===== config.mk =====
export PLATFORM = sky130hd
export DESIGN_NAME = mem_stream_ctrl_flat
export DESIGN_NICKNAME = d
export VERILOG_FILES = /design/src/rtl/mem_stream_ctrl_if.sv /design/src/rtl/mem_stream_ctrl.sv /design/src/flat_wrapper.sv
export SDC_FILE = /design/constraint.sdc
export NUM_CORES = 1
export LEC_CHECK = 0
export ABC_AREA = 1
export ABC_CLOCK_PERIOD_IN_PS = 7900
export CORE_AREA = 2 2 99 101
export DETAILED_ROUTE_END_ITERATION = 16
export DIE_AREA = 0 0 101 103
export PLACE_DENSITY = 0.8
export REMOVE_ABC_BUFFERS = 1
export SYNTH_ARGS = -nofsm -noshare
export SYNTH_HDL_FRONTEND = slang
export SYNTH_SLANG_ARGS = --single-unit

===== constraint.sdc =====
create_clock -name clk -period 7.9 [get_ports clk]
set_input_delay 1.58 -clock clk [delete_from_list [all_inputs] [get_ports clk]]
set_output_delay 1.58 -clock clk [all_outputs]
set_load 0.02 [all_outputs]

===== src/rtl/mem_stream_ctrl_if.sv =====
// Bus bundle for mem_stream_ctrl: load port, stream command and the
// valid/ready output stream. The controller takes the master side; the
// environment (loader, commander and consumer) takes the slave side.
interface mem_stream_ctrl_if #(
  parameter int AW = 3,
  parameter int DW = 8
);
  logic          wr_en;
  logic [AW-1:0] wr_addr;
  logic [DW-1:0] wr_data;
  logic          start;
  logic [AW-1:0] base_addr;
  logic [AW:0]   count;
  logic          out_valid;
  logic          out_ready;
  logic [DW-1:0] out_data;
  logic [AW-1:0] out_addr;
  logic          busy;
  logic          done;

  modport master (
    input  wr_en, wr_addr, wr_data, start, base_addr, count, out_ready,
    output out_valid, out_data, out_addr, busy, done
  );

  modport slave (
    output wr_en, wr_addr, wr_data, start, base_addr, count, out_ready,
    input  out_valid, out_data, out_addr, busy, done
  );
endinterface


===== src/rtl/mem_stream_ctrl.sv =====
// mem_stream_ctrl: byte-wide DEPTH-entry memory with a load port and a
// sequential read-out engine. A start command streams count consecutive
// locations (wrapping modulo DEPTH) over a valid/ready handshake.
// All outputs are registered; the memory is read-before-write, so a load of
// out_data on the same edge as a write to that address returns the old byte.
module mem_stream_ctrl #(
  parameter int DEPTH = 8,
  parameter int AW    = 3,
  parameter int DW    = 8
) (
  input logic               clk,
  input logic               rst,
  mem_stream_ctrl_if.master bus
);

  typedef enum logic [1:0] {
    IDLE   = 2'd0,
    STREAM = 2'd1,
    DONE   = 2'd2
  } state_t;

  localparam logic [AW:0]   DEPTH_W = (AW+1)'(DEPTH);
  localparam logic [AW:0]   ONE_W   = (AW+1)'(1);
  localparam logic [AW-1:0] ONE_A   = AW'(1);

  state_t        state_r;
  state_t        next_state_s;

  logic [DW-1:0] mem_r [DEPTH];
  logic [AW-1:0] ptr_r;
  logic [AW:0]   remaining_r;
  logic [DW-1:0] out_data_r;
  logic [AW-1:0] out_addr_r;
  logic          out_valid_r;
  logic          busy_r;
  logic          done_r;

  logic          handshake_s;
  logic          load_first_s;
  logic          advance_s;
  logic [AW-1:0] ptr_next_s;
  logic [AW:0]   count_eff_s;

  // Clamp the requested length: 0 and anything above DEPTH mean a full sweep.
  always_comb begin
    count_eff_s = bus.count;
    if ((bus.count == {(AW+1){1'b0}}) || (bus.count > DEPTH_W)) begin
      count_eff_s = DEPTH_W;
    end else begin
      count_eff_s = bus.count;
    end
  end

  // Next read pointer, wrapping naturally in AW bits.
  always_comb begin
    ptr_next_s = ptr_r + ONE_A;
  end

  // State register.
  always_ff @(posedge clk or posedge rst) begin
    if (rst) begin
      state_r <= IDLE;
    end else begin
      state_r <= next_state_s;
    end
  end

  // Next-state decode plus the load/advance strobes for the datapath.
  always_comb begin
    next_state_s = state_r;
    handshake_s  = 1'b0;
    load_first_s = 1'b0;
    advance_s    = 1'b0;
    case (state_r)
      IDLE: begin
        if (bus.start) begin
          load_first_s = 1'b1;
          next_state_s = STREAM;
        end else begin
          next_state_s = IDLE;
        end
      end
      STREAM: begin
        handshake_s = out_valid_r & bus.out_ready;
        if (handshake_s) begin
          if (remaining_r > ONE_W) begin
            advance_s    = 1'b1;
            next_state_s = STREAM;
          end else begin
            next_state_s = DONE;
          end
        end else begin
          next_state_s = STREAM;
        end
      end
      DONE: begin
        next_state_s = IDLE;
      end
      default: begin
        next_state_s = IDLE;
      end
    endcase
  end

  // Status outputs are registered from the next state so they change on the
  // same edge as the state itself.
  always_ff @(posedge clk or posedge rst) begin
    if (rst) begin
      out_valid_r <= 1'b0;
      busy_r      <= 1'b0;
      done_r      <= 1'b0;
    end else begin
      out_valid_r <= (next_state_s == STREAM);
      busy_r      <= (next_state_s != IDLE);
      done_r      <= (next_state_s == DONE);
    end
  end

  // Pointer, word counter and output word; held whenever no handshake occurs
  // so the presented word never changes under backpressure.
  always_ff @(posedge clk or posedge rst) begin
    if (rst) begin
      ptr_r       <= {AW{1'b0}};
      remaining_r <= {(AW+1){1'b0}};
      out_data_r  <= {DW{1'b0}};
      out_addr_r  <= {AW{1'b0}};
    end else if (load_first_s) begin
      ptr_r       <= bus.base_addr;
      remaining_r <= count_eff_s;
      out_data_r  <= mem_r[bus.base_addr];
      out_addr_r  <= bus.base_addr;
    end else if (advance_s) begin
      ptr_r       <= ptr_next_s;
      remaining_r <= remaining_r - ONE_W;
      out_data_r  <= mem_r[ptr_next_s];
      out_addr_r  <= ptr_next_s;
    end else if (handshake_s) begin
      remaining_r <= remaining_r - ONE_W;
    end else begin
      remaining_r <= remaining_r;
    end
  end

  // Storage array; writes are accepted in every state.
  always_ff @(posedge clk or posedge rst) begin
    if (rst) begin
      for (int i = 0; i < DEPTH; i++) begin
        mem_r[i] <= {DW{1'b0}};
      end
    end else if (bus.wr_en) begin
      mem_r[bus.wr_addr] <= bus.wr_data;
    end else begin
      mem_r[bus.wr_addr] <= mem_r[bus.wr_addr];
    end
  end

  assign bus.out_valid = out_valid_r;
  assign bus.out_data  = out_data_r;
  assign bus.out_addr  = out_addr_r;
  assign bus.busy      = busy_r;
  assign bus.done      = done_r;

endmodule


===== src/flat_wrapper.sv =====
// flat-port wrapper written by rule: the top's interface ports become plain ports
module mem_stream_ctrl_flat 
#(
  parameter int DEPTH = 8,
  parameter int AW    = 3,
  parameter int DW    = 8
)
  (clk, rst, bus_wr_en, bus_wr_addr, bus_wr_data, bus_start, bus_base_addr, bus_count, bus_out_ready, bus_out_valid, bus_out_data, bus_out_addr, bus_busy, bus_done);
  mem_stream_ctrl_if #(.AW(AW), .DW(DW)) bus_i ();
  input logic clk;
  input logic rst;
  input wire logic [$bits(bus_i.wr_en)-1:0] bus_wr_en;
  input wire logic [$bits(bus_i.wr_addr)-1:0] bus_wr_addr;
  input wire logic [$bits(bus_i.wr_data)-1:0] bus_wr_data;
  input wire logic [$bits(bus_i.start)-1:0] bus_start;
  input wire logic [$bits(bus_i.base_addr)-1:0] bus_base_addr;
  input wire logic [$bits(bus_i.count)-1:0] bus_count;
  input wire logic [$bits(bus_i.out_ready)-1:0] bus_out_ready;
  output wire logic [$bits(bus_i.out_valid)-1:0] bus_out_valid;
  output wire logic [$bits(bus_i.out_data)-1:0] bus_out_data;
  output wire logic [$bits(bus_i.out_addr)-1:0] bus_out_addr;
  output wire logic [$bits(bus_i.busy)-1:0] bus_busy;
  output wire logic [$bits(bus_i.done)-1:0] bus_done;
  assign bus_i.wr_en = bus_wr_en;
  assign bus_i.wr_addr = bus_wr_addr;
  assign bus_i.wr_data = bus_wr_data;
  assign bus_i.start = bus_start;
  assign bus_i.base_addr = bus_base_addr;
  assign bus_i.count = bus_count;
  assign bus_i.out_ready = bus_out_ready;
  assign bus_out_valid = bus_i.out_valid;
  assign bus_out_data = bus_i.out_data;
  assign bus_out_addr = bus_i.out_addr;
  assign bus_busy = bus_i.busy;
  assign bus_done = bus_i.done;
  mem_stream_ctrl #(.DEPTH(DEPTH), .AW(AW), .DW(DW)) u_core (.clk(clk), .rst(rst), .bus(bus_i));
endmodule

-- Yosys cells after proc, flatten, opt, wreduce, memory -nomap -nowiden
Index checks and enable logic that the tools add are counted.
Widths: inputs -> output; s select.
- register bits: 84
- input port bits: 23
- output and inout port bits: 14
- logic and storage cells: 69
- $add $sub $neg: 2
- $lt $le $gt $ge: 6
- equality and inequality tests: 3
- muxes and demuxes: 32
- bitwise operators: 4
- reduce and logical (&&, ||, !) cells: 7
- operators by type and width (cell ; number):
    $bwmux 64 ; 2
    $bmux 8 s3 ; 3
    $mux 8 ; 9
    $mux 64 ; 1
    $demux 8 s3 ; 1
    $mux 4 ; 4
    $ge 4x4->1 const B ; 3
    $not 3->4 ; 3
    $mux 1 ; 7
    $mux 3 ; 2
    $eq 2x1->1 const B ; 2
    $gt 4x1->1 const B ; 1
    $gt 4x4->1 const B ; 1
    $logic_not 4->1 ; 1
    $lt 4x1->1 const B ; 1
    $mux 2 ; 2
    $pmux 2 s2 ; 1
    $reduce_bool 2->1 ; 2
    $sub 4x1->4 const B ; 1
    $add 3x1->3 const B ; 1
    $reduce_bool 3->1 ; 1
    $eq 2x2->1 const B ; 1
    $logic_not 2->1 ; 1
    $and 1x1->1 ; 1
    other kinds (2) ; 2

-- Logic depth before layout (Yosys ltp)
Gate-level depths: netlist of run 1.
- depth after elaboration: 7
- mapped depth: 10
- gate-level depth less buffers: 9

-- Worst setup path before layout of run 1
No wires, ideal clock.
- path type: input -> register
- from: input bus_base_addr[1]
- to: register u_core.out_data_r[6], in the netlist u_core.bus.out_data[6]
- library setup time: 117 ps
- data arrival time: 2366 ps
- required time: 7783 ps
- slack: 5417 ps
- stages on the path: 8
- path buffers: 2
- cell sequence: buf_4 -> inv_1 -> buf_4 -> nand3_1 -> nand3_1 -> nand3_1 -> nor2_1 -> nor2_1
- cells in the longest elaborated chain, start to end: 5
- ends and longest elaborated chain (element ; line ; source):
    from (decl) ; flat_wrapper.sv:16 ; input wire logic [$bits(bus_i.base_addr)-1:0] bus_base_addr;
    $not 3->4 (not written as such) ; mem_stream_ctrl.sv:130 ; out_data_r <= mem_r[bus.base_addr];
    $bmux 8 s3 ; mem_stream_ctrl.sv:130 ;
    $mux 8 (not written as such) (2 in series) ; mem_stream_ctrl.sv:130 ;
    $mux 8 ; mem_stream_ctrl.sv:127 ; end else if (load_first_s) begin
    to (signal assigned) ; mem_stream_ctrl.sv:125 ; out_data_r <= {DW{1'b0}};
    to (signal assigned) ; mem_stream_ctrl.sv:130 ;
    to (signal assigned) ; mem_stream_ctrl.sv:135 ; out_data_r <= mem_r[ptr_next_s];
    to (decl) ; mem_stream_ctrl.sv:32 ; logic [DW-1:0] out_data_r;
No other way between the ends. The select of a mux whose other input is x is not followed.
A chain may end at the register's enable or synchronous reset.

-- Worst setup path in the final report of run 1
- from: input bus_base_addr[1]
- to: register u_core.out_data_r[4], in the netlist u_core.bus.out_data[4]
The elaborated chain is that of the path after synthesis.

==> results of run 1 <==
critical path: cells and delay by family:
family,cells,cell delay [ps]
simple gates,5,370
compound gates,1,240
buf+inv,2,1520
power breakdown:
| group | internal (W) | leakage [nW] | switching [W] |
|---|---|---|---|
| Sequential | 0.000545 | 1.01 | 0.0000787 |
| Clock | 0.000251 | 0.131 | 0.000161 |
| Combinational | 0.000316 | 1.52 | 0.000578 |
| Total | 0.00111 | 2.66 | 0.000817 |
layer usage:
metal	global-route usage [%]	up-vias
met5	0	-
met4	13.72	0
met3	3.390	38
met2	48.46	220
met1	38.71	2506
li1	-	2537
cell usage in the layout (no fill, tap or decap), types with 3 or more instances in the layout:
cell,count
clkdlybuf4s50_1,35
inv_1,76
nor3_4,3
bufinv_16,4
buf_4,4
ha_1,3
nand2_1,191
clkbuf_8,10
nor2_1,36
o21ai_0,14
inv_2,10
o211ai_1,70
o211ai_2,6
dfrtp_1,84
nand3_1,199
worst paths after layout:
path                                                           end                                from  slack, ps
min in group asynchronous              u_core.mem_r[0]$_DFFE_PP0P_                                 rst       1530
worst max-delay path            u_core.bus.out_data[4]$_DFFE_PP0P_                    bus_base_addr[1]       4410
max in group asynchronous             u_core.mem_r[63]$_DFFE_PP0P_                                 rst       5250
worst max register to register  u_core.bus.out_data[4]$_DFFE_PP0P_  u_core.bus.out_addr[0]$_DFFE_PP0P_       5290
worst min register to register  u_core.bus.out_data[6]$_DFFE_PP0P_  u_core.bus.out_data[6]$_DFFE_PP0P_        540
worst min-delay path            u_core.bus.out_data[6]$_DFFE_PP0P_  u_core.bus.out_data[6]$_DFFE_PP0P_        540
cell type report:
cell class	count	area (sq um)	area share, %
Timing Repair Buffer	40	385.4	6.513
Multi-Input combinational cell	534	2694	45.53
Tap cell	114	142.6	2.411
Inverter	87	327.8	5.540
Clock buffer	12	145.1	2.453
Clock inverter	4	120.1	2.030
Sequential cell	84	2102	35.53
cell families (layout without fill, tap and decap cells):
group           count (synthesis)  in the layout  synth area share, %
compound gates                 95             95                12.81
flops                          84             84                38.36
buf+inv                       148            143                12.47
xor+xnor                        1              1               0.1599
fa+ha+maj                       3              3               0.6852
simple gates                  435            435                35.51
sequential cells by signal, indices dropped and copies added (netlist names):
| signal | cells |
|---|---|
| u_core.bus.out_valid | 1 |
| u_core.mem_r | 64 |
| u_core.bus.out_addr | 3 |
| u_core.state_r | 2 |
| u_core.bus.done | 1 |
| u_core.remaining_r | 4 |
| u_core.bus.out_data | 8 |
| u_core.bus.busy | 1 |
stage by stage:
stage,power [W],setup slack [ps]
after floorplan,0.001220,4155
after global placement,0.001483,4100
after detailed placement,0.001511,4076
after CTS,0.001922,4450
after global routing,0.002073,4244
final,0.001929,4412
==> impl_metrics.csv, run 1 <==
group,metric,value,unit
place,gp_congestion,0.8783,
detailed_routing,final_antenna_net_count,0,
critical_path,crit_fanout,18,
cells_and_area,fin_area,5917,sq um
clock_tree,clock_latency,370,ps
clock_tree,htreeDepth,3,
detailed_routing,routedWlPerCell,16.62,um
yosys,synth_edf_count,0,
yosys,netlist_area,5479,sq um
timing,rsz0062_at_grt,"false",
cells_and_area,utilization,62.55,%
detailed_routing,finalWirelength,14540,um
die,dieHeight,103,um
timing,fmax,286.7,MHz
run,max-cap-violations,0,
timing,finalSetupViolations,0,
yosys,ys_top_cells_by_area,"dfrtp_1 38%, nand3_1 18%, nand2_1 13%, o211ai_1 9.6%, inv_1 5.3%",
timing,slew_headroom,23.11,%
critical_path,crit_path_end_kind,"flip-flop",
clock_tree,cts.path.max_buffers,2,
place,post_dp_cell_area,5652,sq um
global_routing,grt_antenna_before_repair,0,
power_and_ir_drop,power.density,326.1,nW/um^2
die,ios,37,
critical_path,start_kind,"input pin",
detailed_routing,vias,5301,
place,io_buffers,36,
hold_path,hold_path.class,"reg -> reg",
yosys,synth_top_area_share,38.36,%
timing,skew,7.918,ps
timing,fin_crit_sh,44.15,%
yosys,synth_cell_types,27,
global_routing,grt_pass1_wl,24040,um
critical_path,cp.required,8150,ps
detailed_routing,dr_wl_met3,1041,um
cells_and_area,drive_gt1_share,5.650,%
detailed_routing,drt-met1-wl,6095,um
critical_path,reg2regPathDepth,9,
clock_tree,postCtsSetupRepairBufs,0,
timing,final_hold_viol_count,0,
timing,hold_ws,537.0,ps
cells_and_area,diodes,0,
status,status,"complete, no violations",
die,die_x,101,um
yosys,synth_most_common_cell,"nand3_1",
timing,period_needed,3488,ps
clock_tree,numCtsBuffers,9,
clock_tree,cts.sinks,84,
place,dp_hpwl,8903,um
critical_path,cpMaxStageDelayCell,"clkdlybuf4s50_1",
die,rows,36,
yosys,ys.flop_type,"dfrtp_1",
die,start_util,57.92,%
clock_tree,cts_resized,0,
critical_path,arrival,3740,ps
cells_and_area,stdcell_count,875,
timing,drv_slew,0,
detailed_routing,routed.top_layer,"met4",
global_routing,grt_usage,29.27,%
global_routing,first_global_vias,4879,
yosys,yosys_warnings,0,
detailed_routing,dr_wl_met2,6976,um
detailed_routing,viasPerCell,6.058,
global_routing,grt-ovfl-total,0,
yosys,synth_seq_area_share,38.36,%
clock_tree,path_clk_slew,90,ps
place,dpl.cell_count,859,
cells_and_area,fill_cells,828,
power_and_ir_drop,p_leak,2.656,nW
cells_and_area,syn_to_final_growth,7.993,%
critical_path,critPathMaxStageDelay,990,ps
clock_tree,cts_tree,"yes",
critical_path,cp_common_cell,"nand2_1",
timing,fin_setup_tns,0,ps
yosys,synth_largest_area_cell,"dfrtp_1",
hold_path,hold_depth,2,
detailed_routing,first_pass_iters,5,
yosys,synth_async_sr_flop_share,100.0,%
die,core,9459,sq um
yosys,avgSynthCellArea,7.153,sq um
detailed_routing,drtIter0Drc,418,
die,die_area,10400,sq um
yosys,synth-seq-cells,84,
power_and_ir_drop,ir_drop,159.6,uV
detailed_routing,drcViolationCount,0,
yosys,synthCells,766,
cells_and_area,final_nets,782,
global_routing,grt_max_degree,66,
critical_path,worstSetupPathType,"in -> reg",
clock_tree,cts_root_buf,"clkbuf_8",
clock_tree,cts_hold_buf,0,
yosys,netlist_top_cells_count,"199 x nand3_1, 191 x nand2_1, 84 x dfrtp_1",
timing,worst_pin_slew,1152,ps
critical_path,crit_path_cell_trace,"clkdlybuf4s50_1 -> inv_1 -> o211ai_1 -> nand2_1 -> nand2_1 -> nand2_1 -> nor2_1 -> nor2_1",
Power figures use the tool's default switching activity.
==> run 2: changes to the inputs <==
--- a/config.mk
+++ b/config.mk
@@ -6,11 +6,11 @@
 export NUM_CORES = 1
 export LEC_CHECK = 0
 export ABC_AREA = 1
-export ABC_CLOCK_PERIOD_IN_PS = 7900
-export CORE_AREA = 2 2 99 101
+export ABC_CLOCK_PERIOD_IN_PS = 2900
+export CORE_AREA = 2 2 104 106
 export DETAILED_ROUTE_END_ITERATION = 16
-export DIE_AREA = 0 0 101 103
-export PLACE_DENSITY = 0.8
+export DIE_AREA = 0 0 106 108
+export PLACE_DENSITY = 0.76
 export REMOVE_ABC_BUFFERS = 1
 export SYNTH_ARGS = -nofsm -noshare
 export SYNTH_HDL_FRONTEND = slang
==> constraint.sdc (replaced) <==
create_clock -name clk -period 2.9 [get_ports clk]
set_input_delay 0.58 -clock clk [delete_from_list [all_inputs] [get_ports clk]]
set_output_delay 0.58 -clock clk [all_outputs]
set_load 0.02 [all_outputs]
==> run 2 against run 1 <==
Effect of this change:
- critical path depth decreased by 6
- wire length up 6.8%
- flip-flop and latch count is the same
- largest power group unchanged
- hold slack improved by 7.5 ps
- count of clock-buffer cells in the layout down 3
- via count rose by 3.2%
- non-clock buffer count increased by 14
- global-route usage decreased by 0.46 points
- utilization fell by 3.9 points
- worst setup slack lost 3800 ps
==> impl_metrics.csv, run 2 (synthesis results as in run 1) <==
group,metric,value,unit
status,status,"complete, no violations",
critical_path,crit_path_cell_trace,"buf_4 -> clkdlybuf4s50_1",
timing,period_needed,2311,ps
die,core,10230,sq um
hold_path,hold_path.class,"reg -> reg",
detailed_routing,routedWlPerCell,17.05,um
clock_tree,cts_hold_buf,0,
detailed_routing,drtIter0Drc,561,
clock_tree,cts.path.max_buffers,2,
timing,finalSetupViolations,0,
place,dp_hpwl,9926,um
power_and_ir_drop,power.share.clock,16.9,%
timing,slew_headroom,20.56,%
critical_path,arrival,1730,ps
power_and_ir_drop,p_leak,2.704,nW
clock_tree,cts.sinks,84,
power_and_ir_drop,intPower,0.002795,W
clock_tree,path_clk_slew,90,ps
power_and_ir_drop,p_seq_share,33.4,%
global_routing,first_global_vias,5168,
critical_path,crit_fanout,15,
place,post_dp_cell_area,5797,sq um
timing,fin_crit_sh,79.70,%
cells_and_area,top_register,"u_core.mem_r",
die,die_x,106,um
critical_path,cp.required,2320,ps
power_and_ir_drop,power.density,854.3,nW/um^2
hold_path,hold_depth,2,
timing,fin_setup_tns,0,ps
power_and_ir_drop,switchingPower,0.002327,W
timing,fmax,432.7,MHz
place,io_buffers,36,
detailed_routing,vias,5473,
critical_path,worstSetupPathType,"reg -> out",
clock_tree,cts_root_buf,"clkbuf_8",
timing,rsz0062_at_grt,"false",
global_routing,grt_max_degree,65,
die,ios,37,
die,start_util,53.55,%
critical_path,crit_path_end_kind,"output pin",
detailed_routing,first_pass_iters,5,
die,die_area,11450,sq um
place,gp_congestion,0.8982,
cells_and_area,fin_area,5996,sq um
cells_and_area,largest_reg_flops,64,
timing,drv_slew,0,
cells_and_area,layout_commonest_cell,"nand3_1",
cells_and_area,drive_gt1_share,7.613,%
critical_path,start_kind,"flip-flop",
global_routing,grt-ovfl-total,0,
clock_tree,numCtsBuffers,9,
die,dieHeight,108,um
critical_path,reg2regPathDepth,9,
cells_and_area,diodes,0,
cells_and_area,final_nets,796,
global_routing,grt_antenna_before_repair,0,
timing,skew,8.588,ps
power_and_ir_drop,swShare,45.43,%
timing,final_hold_viol_count,0,
clock_tree,cts_resized,0,
detailed_routing,final_antenna_net_count,0,
critical_path,critPathMaxStageDelay,640,ps
critical_path,cpMaxStageDelayCell,"clkdlybuf4s50_1",
power_and_ir_drop,pwr-share-comb,49.6,%
power_and_ir_drop,ir_drop,356.4,uV
clock_tree,clock_latency,380,ps
detailed_routing,finalWirelength,15530,um
detailed_routing,drcViolationCount,0,
cells_and_area,final_cell_mix,"199 x nand3_1, 191 x nand2_1, 84 x dfrtp_1",
global_routing,grt_usage,28.82,%
clock_tree,cts_tree,"yes",
die,rows,37,
global_routing,grt_pass1_wl,25890,um
clock_tree,htreeDepth,3,
timing,worst_pin_slew,1192,ps
detailed_routing,viasPerCell,6.008,
clock_tree,postCtsSetupRepairBufs,0,
cells_and_area,syn_to_final_growth,9.431,%
run,max-cap-violations,0,
cells_and_area,fill_cells,937,
[run 2: cell count changes in the layout (fill, tap and decap cells not counted)]
| cell | delta |
|---|---|
| clkinv_2 | +2 |
| bufinv_16 | -3 |
| clkbuf_1 | -2 |
| clkinv_4 | +3 |
| inv_6 | +1 |
| buf_4 | +13 |
| clkbuf_8 | -1 |
| buf_12 | +1 |
[run 2: worst max-delay path, delay by kind of cell (launching register included)]
kind / cells / cell delay, ps
buffers and inverters: 2 / 900
flip-flops: 1 / 450
[run 2: layout make-up]
| cell class | count | area [sq um] | area share [%] |
|---|---|---|---|
| Sequential cell | 84 | 2102 | 35.06 |
| Clock buffer | 9 | 123.9 | 2.066 |
| Clock inverter | 7 | 75.07 | 1.252 |
| Timing Repair Buffer | 54 | 503.0 | 8.389 |
| Tap cell | 136 | 170.2 | 2.838 |
| Inverter | 87 | 327.8 | 5.467 |
| Multi-Input combinational cell | 534 | 2694 | 44.93 |
[run 2: through the flow]
| step | power (W) | cells | setup slack, ps | hold WS (ps) | util, % |
|---|---|---|---|---|---|
| 2_1_floorplan | 0.003324 | 705 | 154.9 | 495.7 | - |
| 3_3_place_gp | 0.004152 | 895 | 699.4 | 516.1 | 56.66 |
| 3_5_place_dp | 0.004221 | 895 | 628.9 | 521.1 | 56.66 |
| 4_1_cts | 0.005097 | 911 | 591.3 | 549.7 | 58.60 |
| 5_1_grt | 0.005517 | 911 | 502.8 | 570.0 | 58.60 |
| 6_report | 0.005122 | 911 | 588.8 | 544.5 | 58.60 |
[run 2: power groups by stage]
stage / registers, W / clock network, W / logic [W]
6_report: 0.00171 / 0.000867 / 0.00254
5_1_grt: 0.00175 / 0.000932 / 0.00284
4_1_cts: 0.00171 / 0.000878 / 0.00251
3_5_place_dp: 0.00172 / 0 / 0.00250
3_3_place_gp: 0.00172 / 0 / 0.00244
2_1_floorplan: 0.00182 / 0 / 0.00150
[run 2: final timing paths]
check | slack (ps) | from | end
worst max-delay path | 590 | u_core.bus.out_addr[0]$_DFFE_PP0P_ | bus_out_addr[0]
worst min-delay path | 540 | u_core.mem_r[35]$_DFFE_PP0P_ | u_core.mem_r[35]$_DFFE_PP0P_
worst max register to register | 970 | u_core.remaining_r[0]$_DFFE_PP0P_ | u_core.bus.out_data[0]$_DFFE_PP0P_
worst min register to register | 540 | u_core.mem_r[35]$_DFFE_PP0P_ | u_core.mem_r[35]$_DFFE_PP0P_
max in group asynchronous | 1720 | rst | u_core.mem_r[12]$_DFFE_PP0P_
min in group asynchronous | 570 | rst | u_core.bus.busy$_DFF_PP0_
[run 2: per-layer routing]
layer | part of all wire, % | track usage [%] | wire length (um) | up-vias
li1 | - | - | - | 2567
met1 | 41 | 38.17 | 6411 | 2620
met2 | 49 | 47.88 | 7649 | 258
met3 | 7.5 | 3.978 | 1158 | 28
met4 | 2.0 | 12.03 | 313 | 0
met5 | 0 | 0 | 0 | -
==> run 3: changes to the inputs <==
--- a/config.mk
+++ b/config.mk
@@ -6,11 +6,11 @@
 export NUM_CORES = 1
 export LEC_CHECK = 0
 export ABC_AREA = 1
-export ABC_CLOCK_PERIOD_IN_PS = 2900
-export CORE_AREA = 2 2 104 106
+export ABC_CLOCK_PERIOD_IN_PS = 2400
+export CORE_AREA = 2 2 99 101
 export DETAILED_ROUTE_END_ITERATION = 16
-export DIE_AREA = 0 0 106 108
-export PLACE_DENSITY = 0.76
+export DIE_AREA = 0 0 101 103
+export PLACE_DENSITY = 0.8
 export REMOVE_ABC_BUFFERS = 1
 export SYNTH_ARGS = -nofsm -noshare
 export SYNTH_HDL_FRONTEND = slang
==> constraint.sdc (replaced) <==
create_clock -name clk -period 2.4 [get_ports clk]
set_input_delay 0.48 -clock clk [delete_from_list [all_inputs] [get_ports clk]]
set_output_delay 0.48 -clock clk [all_outputs]
set_load 0.02 [all_outputs]
==> run 3 against run 2 <==
Effect of this change:
- combinational power up 22%
- flip-flop and latch count unchanged
- die area is 9.1% lower
- hold slack worse by 110 ps
- first-iteration DRC count increased by 4.1%
- via count increased by 0.97%
- utilization increased by 5.0 points
- total power grew 23%
- register-to-register slack got worse by 570 ps
- count of clock-buffer cells in the layout increased by 3
- sequential share of layout area decreased by 0.11 points
- worst setup slack got worse by 270 ps
==> impl_metrics.csv, run 3 (synthesis results as in run 1) <==
group,metric,value,unit
status,status,"complete, no violations",
clock_tree,cts.path.max_buffers,2,
timing,period_needed,2078,ps
detailed_routing,vias,5526,
hold_path,hold_path.class,"in -> async",
run,max-cap-violations,0,
timing,finalSetupViolations,0,
cells_and_area,final_cell_mix,"199 x nand3_1, 191 x nand2_1, 84 x dfrtp_1",
die,die_x,101,um
die,ios,37,
critical_path,crit_path_end_kind,"output pin",
timing,rsz0062_at_grt,"false",
critical_path,critPathMaxStageDelay,640,ps
timing,skew,10.60,ps
global_routing,met3_usage,3.390,%
timing,drv_slew,0,
clock_tree,postCtsSetupRepairBufs,0,
die,rows,36,
clock_tree,path_clk_slew,90,ps
timing,fmax,481.2,MHz
detailed_routing,routedWlPerCell,17.18,um
die,die_area,10400,sq um
cells_and_area,syn_to_final_growth,9.774,%
critical_path,cp.required,1920,ps
critical_path,start_kind,"flip-flop",
cells_and_area,largest_reg_flops,64,
critical_path,arrival,1600,ps
cells_and_area,layout_commonest_cell,"nand3_1",
die,core,9459,sq um
global_routing,grt.busiest_layer,"met2",
clock_tree,cts_resized,0,
global_routing,use_met1,40.74,%
place,post_dp_cell_area,5797,sq um
detailed_routing,final_antenna_net_count,0,
global_routing,grt_pass1_wl,25200,um
cells_and_area,fin_area,6015,sq um
global_routing,first_global_vias,5252,
global_routing,grt-ovfl-total,0,
timing,timing.final.ws_setup,321.7,ps
die,dieHeight,103,um
clock_tree,cts_hold_buf,0,
global_routing,grt_max_degree,65,
detailed_routing,viasPerCell,6.202,
critical_path,crit_path_cell_trace,"buf_4 -> clkdlybuf4s50_1",
clock_tree,cts.sinks,84,
clock_tree,htreeDepth,3,
critical_path,cpMaxStageDelayCell,"clkdlybuf4s50_1",
power_and_ir_drop,p_leak,2.722,nW
critical_path,crit_start,"u_core.bus.out_addr[0]$_DFFE_PP0P_",
detailed_routing,first_pass_iters,5,
place,preCtsSetupSlack,230.3,ps
critical_path,crit_fanout,18,
global_routing,grt_use_met2,50.05,%
global_routing,grt_antenna_before_repair,0,
global_routing,grt_usage,30.85,%
place,dpl.cell_count,875,
critical_path,reg2regPathDepth,8,
detailed_routing,drcViolationCount,0,
timing,fin_crit_sh,86.59,%
cells_and_area,top_register,"u_core.mem_r",
timing,worst_pin_slew,802.7,ps
timing,slew_headroom,46.29,%
place,dp_hpwl,9692,um
detailed_routing,finalWirelength,15310,um
power_and_ir_drop,ir_drop,448.1,uV
clock_tree,cts_root_buf,"clkbuf_8",
cells_and_area,diodes,0,
clock_tree,numCtsBuffers,9,
critical_path,r2r-start,"u_core.bus.out_addr[1]$_DFFE_PP0P_",
cells_and_area,final_nets,798,
timing,fin_setup_tns,0,ps
critical_path,worstSetupPathType,"reg -> out",
cells_and_area,stdcell_count,891,
place,gp_congestion,0.8981,
power_and_ir_drop,power.density,1048,nW/um^2
die,start_util,57.92,%
cells_and_area,drive_gt1_share,7.593,%
timing,final_hold_viol_count,0,
place,io_buffers,36,
clock_tree,clock_latency,360,ps
detailed_routing,drtIter0Drc,584,
clock_tree,cts_tree,"yes",
==> run 3: changes by cell type in the layout (fill, tap and decap cells not counted), sizes merged <==
cell,previous run,this run
clkinv,6,2
bufinv,1,2
clkbuf,9,12
buf,19,21
inv,87,86
clkinvlp,0,1
==> run 3: routing by layer <==
metal | wire length (um) | vias to the layer above
met5 | 0 | -
met4 | 464 | 0
met3 | 1193 | 47
met2 | 7302 | 294
met1 | 6348 | 2615
li1 | - | 2570
==> run 3: area by class of cell <==
type | instances | area, sq um
well taps | 114 | 142.6
clock inverters | 4 | 72.57
clock buffers | 12 | 145.1
multi-input cells | 534 | 2694
inverters | 87 | 327.8
fillers | 804 | 3445
flip-flops and latches | 84 | 2102
repair buffers | 56 | 530.5
==> run 3: path summary, 6_finish.rpt <==
kind                                                      end  slack [ps]
setup / recovery                              bus_out_addr[0]         320
hold / removal                    u_core.mem_r[8]$_DFFE_PP0P_         430
setup reg to reg           u_core.bus.out_data[2]$_DFFE_PP0P_         400
hold reg to reg                  u_core.mem_r[36]$_DFFE_PP0P_         540
max in group asynchronous         u_core.mem_r[7]$_DFFE_PP0P_        1350
min in group clk                 u_core.mem_r[36]$_DFFE_PP0P_         540
==> run 3: stage by stage <==
stage	total power, W	utilization, %	hold slack (ps)
2_1_floorplan	0.004016	-	495.7
3_3_place_gp	0.004973	61.28	512.3
3_5_place_dp	0.005105	61.28	521.5
4_1_cts	0.006249	63.58	450.6
5_1_grt	0.006779	63.58	476.4
6_report	0.006306	63.58	431.7
==> run 3: power by group <==
group	switching [W]	internal, W	total [W]
logic	0.00200	0.00111	0.00311
clock network	0.000529	0.000615	0.00114
registers	0.000262	0.00179	0.00206
total	0.00279	0.00351	0.00631
==> run 3: worst max-delay path: cells and delay by family, from the launching register on <==
| kind | cells | cell delay, ps |
|---|---|---|
| flops | 1 | 350 |
| buf+inv | 2 | 880 |
